`src/rtl/csr_ex_scheduler.sv`:
```
// csr_ex_scheduler: round-robin exception service for NUM_THR thread CSRs.
// Picks one stalled thread, reports its exception to the host over a
// valid/ready handshake, waits for a resume/kill decision, then pulses that
// thread's clr_ex (and kill when requested).
// Optional feature macro: CSR_EX_TIMEOUT_EN adds a response timeout and a
// 'timeout' output; the thread is killed when the host stays silent.
module csr_ex_scheduler #(
    parameter int NUM_THR = 4,
    parameter int IDXW    = $clog2(NUM_THR),
    parameter int TIMEOUT = 1024
) (
    input  logic                 clk,
    input  logic                 rst,
    input  logic [NUM_THR-1:0]   thr_stall,
    input  logic [6*NUM_THR-1:0] thr_ex_code,
    input  logic [8*NUM_THR-1:0] thr_id,
    output logic [NUM_THR-1:0]   clr_ex,
    output logic [NUM_THR-1:0]   kill,
    output logic                 ex_valid,
    input  logic                 ex_ready,
    output logic [IDXW-1:0]      ex_thr_idx,
    output logic [7:0]           ex_thr_id,
    output logic [5:0]           ex_code,
    input  logic                 resp_valid,
    input  logic                 resp_kill,
    output logic                 busy,
`ifdef CSR_EX_TIMEOUT_EN
    output logic                 timeout,
`endif
    output logic [15:0]          ex_count
);

    typedef enum logic [2:0] {IDLE, REPORT, WAIT_RESP, CLEAR, DRAIN} state_t;

    state_t          state_reg, state_next;
    logic [IDXW-1:0] sel_idx_reg;
    logic [IDXW-1:0] rr_ptr_reg;
    logic [5:0]      code_reg;
    logic [7:0]      id_reg;
    logic            resp_kill_reg;
    logic [15:0]     ex_count_reg;

    logic [5:0]      code_arr [NUM_THR];
    logic [7:0]      id_arr   [NUM_THR];
    logic            pick_found;
    logic [IDXW-1:0] pick_idx;

`ifdef CSR_EX_TIMEOUT_EN
    localparam int CNTW = $clog2(TIMEOUT) + 1;
    logic [CNTW-1:0] resp_cnt_reg;
    logic            timed_out_reg;
    logic            cnt_expired;
    assign cnt_expired = (resp_cnt_reg == CNTW'(TIMEOUT - 1));
`endif

    // Unpack per-thread lanes, and decode the one-hot clear/kill pulses.
    for (genvar gi = 0; gi < NUM_THR; gi++) begin : g_lane
        assign code_arr[gi] = thr_ex_code[6*gi +: 6];
        assign id_arr[gi]   = thr_id[8*gi +: 8];
        assign clr_ex[gi]   = (state_reg == CLEAR) && (sel_idx_reg == IDXW'(gi));
        assign kill[gi]     = (state_reg == CLEAR) && (sel_idx_reg == IDXW'(gi)) && resp_kill_reg;
    end

    // Round-robin search: first stalled thread after rr_ptr, wrapping.
    always_comb begin : pick_search
        int cand;
        cand       = 0;
        pick_found = 1'b0;
        pick_idx   = '0;
        for (int k = 1; k <= NUM_THR; k++) begin
            cand = (int'(rr_ptr_reg) + k) % NUM_THR;
            if (!pick_found && thr_stall[IDXW'(cand)]) begin
                pick_found = 1'b1;
                pick_idx   = IDXW'(cand);
            end
        end
    end

    // FSM state register.
    always_ff @(posedge clk) begin
        if (rst) state_reg <= IDLE;
        else     state_reg <= state_next;
    end

    // FSM next-state logic.
    always_comb begin
        state_next = state_reg;
        case (state_reg)
            IDLE:      if (pick_found) state_next = REPORT;
            REPORT:    if (ex_ready) state_next = WAIT_RESP;
            WAIT_RESP: begin
                if (resp_valid) state_next = CLEAR;
`ifdef CSR_EX_TIMEOUT_EN
                else if (cnt_expired) state_next = CLEAR;
`endif
            end
            CLEAR:     state_next = DRAIN;
            DRAIN:     if (!thr_stall[sel_idx_reg]) state_next = IDLE;
            default:   state_next = IDLE;
        endcase
    end

    // Datapath: latch the report, count handshakes, latch the decision,
    // advance the round-robin pointer once the thread has cleared.
    always_ff @(posedge clk) begin
        if (rst) begin
            sel_idx_reg   <= '0;
            rr_ptr_reg    <= IDXW'(NUM_THR - 1);
            code_reg      <= '0;
            id_reg        <= '0;
            resp_kill_reg <= 1'b0;
            ex_count_reg  <= '0;
`ifdef CSR_EX_TIMEOUT_EN
            resp_cnt_reg  <= '0;
            timed_out_reg <= 1'b0;
`endif
        end else begin
            case (state_reg)
                IDLE: begin
                    if (pick_found) begin
                        sel_idx_reg <= pick_idx;
                        code_reg    <= code_arr[pick_idx];
                        id_reg      <= id_arr[pick_idx];
                    end
                end
                REPORT: begin
                    if (ex_ready) begin
                        if (ex_count_reg != 16'hFFFF) ex_count_reg <= ex_count_reg + 16'd1;
`ifdef CSR_EX_TIMEOUT_EN
                        resp_cnt_reg <= '0;
`endif
                    end
                end
                WAIT_RESP: begin
                    if (resp_valid) begin
                        resp_kill_reg <= resp_kill;
`ifdef CSR_EX_TIMEOUT_EN
                        timed_out_reg <= 1'b0;
                    end else if (cnt_expired) begin
                        resp_kill_reg <= 1'b1;
                        timed_out_reg <= 1'b1;
                    end else begin
                        resp_cnt_reg  <= resp_cnt_reg + 1'b1;
`endif
                    end
                end
                DRAIN: begin
                    if (!thr_stall[sel_idx_reg]) rr_ptr_reg <= sel_idx_reg;
                end
                default: ;
            endcase
        end
    end

    assign ex_valid   = (state_reg == REPORT);
    assign busy       = (state_reg != IDLE);
    assign ex_thr_idx = sel_idx_reg;
    assign ex_thr_id  = id_reg;
    assign ex_code    = code_reg;
    assign ex_count   = ex_count_reg;
`ifdef CSR_EX_TIMEOUT_EN
    assign timeout    = (state_reg == CLEAR) && timed_out_reg;
`endif

endmodule

```
`config.mk`:
```
export PLATFORM = sky130hd
export DESIGN_NAME = csr_ex_scheduler
export DESIGN_NICKNAME = d
export VERILOG_FILES = /design/src/rtl/csr_ex_scheduler.sv
export SDC_FILE = /design/constraint.sdc
export NUM_CORES = 1
export LEC_CHECK = 0
export ABC_AREA = 0
export BUFFER_PORTS_ARGS = -buffer_cell sky130_fd_sc_hd__buf_4
export CORE_MARGIN = 3
export CORE_UTILIZATION = 34
export DETAILED_ROUTE_END_ITERATION = 12
export PLACE_DENSITY = 0.68
export SKIP_LAST_GASP = 1
export SYNTH_ARGS = -nofsm -noshare
export SYNTH_HDL_FRONTEND = slang
export SYNTH_SLANG_ARGS = --single-unit
```
`constraint.sdc`:
```
create_clock -name clk -period 2.8 [get_ports clk]
set_clock_uncertainty 0.1 [all_clocks]
set_input_delay 0.84 -clock clk [delete_from_list [all_inputs] [get_ports clk]]
set_output_delay 0.84 -clock clk [all_outputs]
set_load 0.02 [all_outputs]
```
After elaboration in Yosys (flattened, before gate mapping)
Cells that the tools add are included.

word-level totals
  bits of input ports = 65
  output and inout port bits = 42
  word-level logic and storage cells = 87
  bits in registers = 38

cells by class
  multiplexer cells = 33
  $add $sub $neg = 5
  $lt $le $gt $ge = 6
  equality and inequality tests = 12
  bitwise gates (word level) = 2
  reduce and logical (&&, ||, !) cells = 22

operators by type and width
  kind                                                  count
  adder 16 x 1 -> 16 bit (second input constant)        1
  binary-select mux 8 bit (select 2 bit)                1
  < comparator 2 x 4 -> 1 bit (second input constant)   4
  two-way mux 8 bit                                     2
  != test 16 bit (second input constant)                1
  one-hot mux 3 bit (5 select lines)                    1
  two-way mux 1 bit                                     13
  binary-select mux 6 bit (select 2 bit)                1
  two-way mux 3 bit                                     4
  two-way mux 6 bit                                     2
  logical AND 1 bit                                     11
  binary-select mux 1 bit (select 2 bit)                5
  two-way mux 2 bit                                     4
  equality test 3 x 2 -> 1 bit (second input constant)  2
  != test 2 bit (second input constant)                 3
  AND reduction 2 bit                                   3
  adder 2 x 1 -> 2 bit (second input constant)          2
  adder 2 bit (second input constant)                   2
  equality test 2 bit (second input constant)           2
  AND reduction 4 bit                                   1
  equality test 3 x 1 -> 1 bit (second input constant)  1
  equality test 3 bit (second input constant)           1
  >= comparator 3 bit (second input constant)           1
  logical NOT 1 bit                                     3
  other kinds (9)                                       9

Logic depth before layout (Yosys ltp)
  depth after elaboration = 18
  mapped depth = 8
  mapped depth without buffers = 6

Worst setup path after synthesis
No wires, ideal clock.

  path kind = input port to flip-flop
  from = input thr_stall[1]
  to = register code_reg[1], in the netlist ex_code[1]
  setup slack = 514 ps
  buffers on the path = 2
  cell stages on the path = 7
  data required time = 2574 ps
  data arrival time = 2060 ps
  cells stage by stage = or4_4 -> and3_4 -> buf_6 -> buf_6 -> nand3_1 -> mux2_1 -> o211ai_1

on the way
  word-level cells in the longest chain between the ends = 17
  elaborated cells on any way between the ends = 31

RTL lines
  element                                                RTL line  RTL
  start: declaration                                     14        input logic [NUM_THR-1:0] thr_stall,
  binary-select mux 1 bit (select 2 bit)                 72        if (!pick_found && thr_stall[IDXW'(cand)]) begin
  two-way mux 1 bit (implied by the code) (2 in series)  72
  two-way mux 1 bit                                      72
  logical NOT 1 bit                                      72
  logical AND 1 bit                                      72
  two-way mux 1 bit                                      72
  logical NOT 1 bit                                      72
  logical AND 1 bit                                      72
  two-way mux 1 bit                                      72
  logical NOT 1 bit                                      72
  logical AND 1 bit                                      72
  two-way mux 2 bit                                      72
  inverter 2 -> 3 bit (implied by the code)              122       code_reg <= code_arr[pick_idx];
  binary-select mux 6 bit (select 2 bit)                 122
  two-way mux 6 bit (implied by the code) (2 in series)  122
  end signal: assignment                                 122
  end: declaration                                       38        logic [5:0] code_reg;

Parallel ways exist; a longest one is shown, timed or not. The select of a mux whose other input is x is not followed.
A chain may end at the register's enable or synchronous reset.

Worst setup path in the final report
  from = register state_reg[1]
  to = output kill[0]

on the way
  word-level cells in the longest chain between the ends = 3

RTL lines
  element                          RTL line  RTL
  start: declaration               35        state_t state_reg, state_next;
  start signal: assignment         82        else state_reg <= state_next;
  equality test 3 x 2 -> 1 bit     61        assign kill[gi] = (state_reg == CLEAR) && (sel_idx_reg == IDXW'(gi)) && resp_kill_reg;
  logical AND 1 bit (2 in series)  61
  end: declaration                 18        output logic [NUM_THR-1:0] kill,

Every way passes these cells.

==> results.md <==
* Routability congestion estimate at 0.753
* GRT Total Usage at 15.3%
* Final instance area at 3250 µm²
* Post-CTS setup buffer count at 0
* Library cells used by synthesis at 45
* Total CTS buffers at 5
* Core area at 6460 µm²
* VDD IR max at 0.000185 V
* Non-Filler Instances at 444
* Layout cells sized above 1 at 35.7%
* CTS tree: done
* Post-synth EDFFs at 0
* Hpwl dp at 4670 µm
* Synthesized Nets at 336
* Crit path launch type: register
* Setup violations, final at 0
* Clk network pwr share at 31.5%
* Clock root buffer: clkbuf_8
* Fin. max-slew vios at 0
* ANT cells at 0
* Top cells by count, synth: 38 x dfxtp_1, 33 x nand3_1, 30 x nor2_1
* Fraction of registers with async set/reset at 0%
* Fin util at 50.3%
* Wire length per cell at 14.1 µm
* Nets at 432
* Ys flop type: dfxtp_1
* CTS resizes at 0
* Crit path DAT at 1.44 ns
* Clk pin slew, worst setup/hold paths at 0.08 ns
* Drc violations at 0
* Final setup margin at 0.422 ns
* CP Max Fanout at 12
* Number of global-route vias before repair at 2075
* Routed vias at 2293
* Cell Rows at 29
* Sink Count at 38
* Peak Freq at 420 MHz
* Total grt overflow at 0
* Multi-input gate area at 1440 µm²
* Slew of the pin with the lowest slew margin at 0.498 ns
* Sequential share of power at 42.6%
* Max_cap viols at 0
* Pre-antenna DRT Iters at 5
* Unrepaired setup endpoints after global routing: no
* Switch share at 28.6%
* Largest net degree at the start of global routing at 31
* Internal cell power at 1.03 mW
* LEAKAGE at 1.35 nW
* Combinational Power Share at 25.8%
* Hold Slack at 0.388 ns
* Die Wd at 88.2 µm
* Fill cells at 622
* Worst Setup Path Type: reg2out
* DP Cell Count at 436
* First-pass GRT wire length at 9650 µm
* Mapped Cells at 270
* Die H at 88.2 µm
* Initial antenna violation count at 0
* Register bit count reported by yosys at 38
* Mapped cell area at 2300 µm²
* Worst skew pair latency at 0.29 ns
* Hold Buf Count CTS at 0
* Total Neg Setup Slack at 0 ns
* Syn-to-layout area delta at 41.3%
* Clock period minus worst slack at 2.38 ns
* Required time of the critical path at 1.86 ns
* Top cells by area, synth: dfxtp_1 33%, mux2i_1 7.8%, nand3_1 7.2%
* Worst min path class: reg2reg
* Total power at 1.44 mW
* Max FFs per register at 16
* Share of Yosys cell area claimed by the top area cell type at 33.1%
* Synth warnings at 0
* Iter 0 DRT Violations at 85
* Residual antenna-violating net count after detailed routing at 0
* Rel. slew slack at 66.7%
* Post-Place Worst Slack at 0.302 ns
* Routed WL at 6260 µm
* Die Footprint at 7780 µm²
* Setup crit end kind: output port
* IO buf count at 106
* Syn_area_per_cell at 8.51 µm²
* Psw at 412 µW
* Most common cell in the netlist: dfxtp_1
* Pwr/cell area at 444 nW/µm²
* H-tree Lvls at 2
* CTS Buffer Depth at 2
* Sequential-to-total area share from yosys stat at 33.1%
* Synth area leader: dfxtp_1
* Top Ports at 107
* Crit share post-route at 84.9%
* Vias per std cell at 5.16
* Starting Density at 35.6%
* Final Hold Viols at 0
* Register area at 761 µm²
* Status: finished, final reports clean
* Placed Area at 3140 µm²
critical path, cell delays in order (launching register included):
cell and delay [ns]:
dfxtp_1 0.53, nand4b_1 0.25, nor3_1 0.20, buf_4 0.17
cells by family (layout without fill, tap and decap cells):
group,count (synthesis),count (layout),synth area share (%)
and+or+nand+nor,125,125,28.7
DFF,38,38,33.1
AOI/OAI and AO/OA,37,37,11.4
muxes,33,33,15.7
buffers and inverters,22,119,5.23
xor gates and xnor gates,14,14,5.34
adders and majority gates,1,1,0.545
final timing paths:
kind         slack [ns]           to  cells after the start         start
max reg2reg        0.69  ex_count[1]                      5   ex_count[4]
min reg2reg        0.39   ex_code[5]                      2    ex_code[5]
max                0.42      kill[0]                      3  state_reg[1]
min                0.39   ex_code[5]                      2    ex_code[5]
power groups by stage:
stage	sequential, mW	clock (mW)	combinational, mW
after global routing	0.621	0.500	0.404
after floorplan	0.650	0	0.187
after detailed placement	0.627	0	0.374
after CTS	0.614	0.476	0.376
after global placement	0.627	0	0.367
final	0.614	0.454	0.372
cell type report:
type | instances | area share (%)
Timing Repair Buffer | 109 | 25.6
Tap cell | 77 | 2.97
Clock inverter | 3 | 1.23
Clock buffer | 5 | 2.12
Inverter | 2 | 0.231
Multi-Input combinational cell | 210 | 44.4
Sequential cell | 38 | 23.4
layer usage:
layer	up-vias	global-route usage, %	wire length [µm]
met5	-	0	0
met4	0	3.43	25
met3	4	3.39	460
met2	76	25.9	2990
met1	1051	20.0	2780
li1	1162	-	-
placed cells by master (no fill, tap or decap), types with 5 or more instances in the layout:
cell / instances
a21oi_1: 6
and3_1: 5
buf_4: 108
clkbuf_8: 5
dfxtp_1: 38
mux2_1: 10
mux2i_1: 18
nand2_1: 20
nand3_1: 33
nor2_1: 30
nor2b_1: 5
nor3_1: 8
o211ai_1: 20
xor2_1: 10
Power figures use the tool's default switching activity.
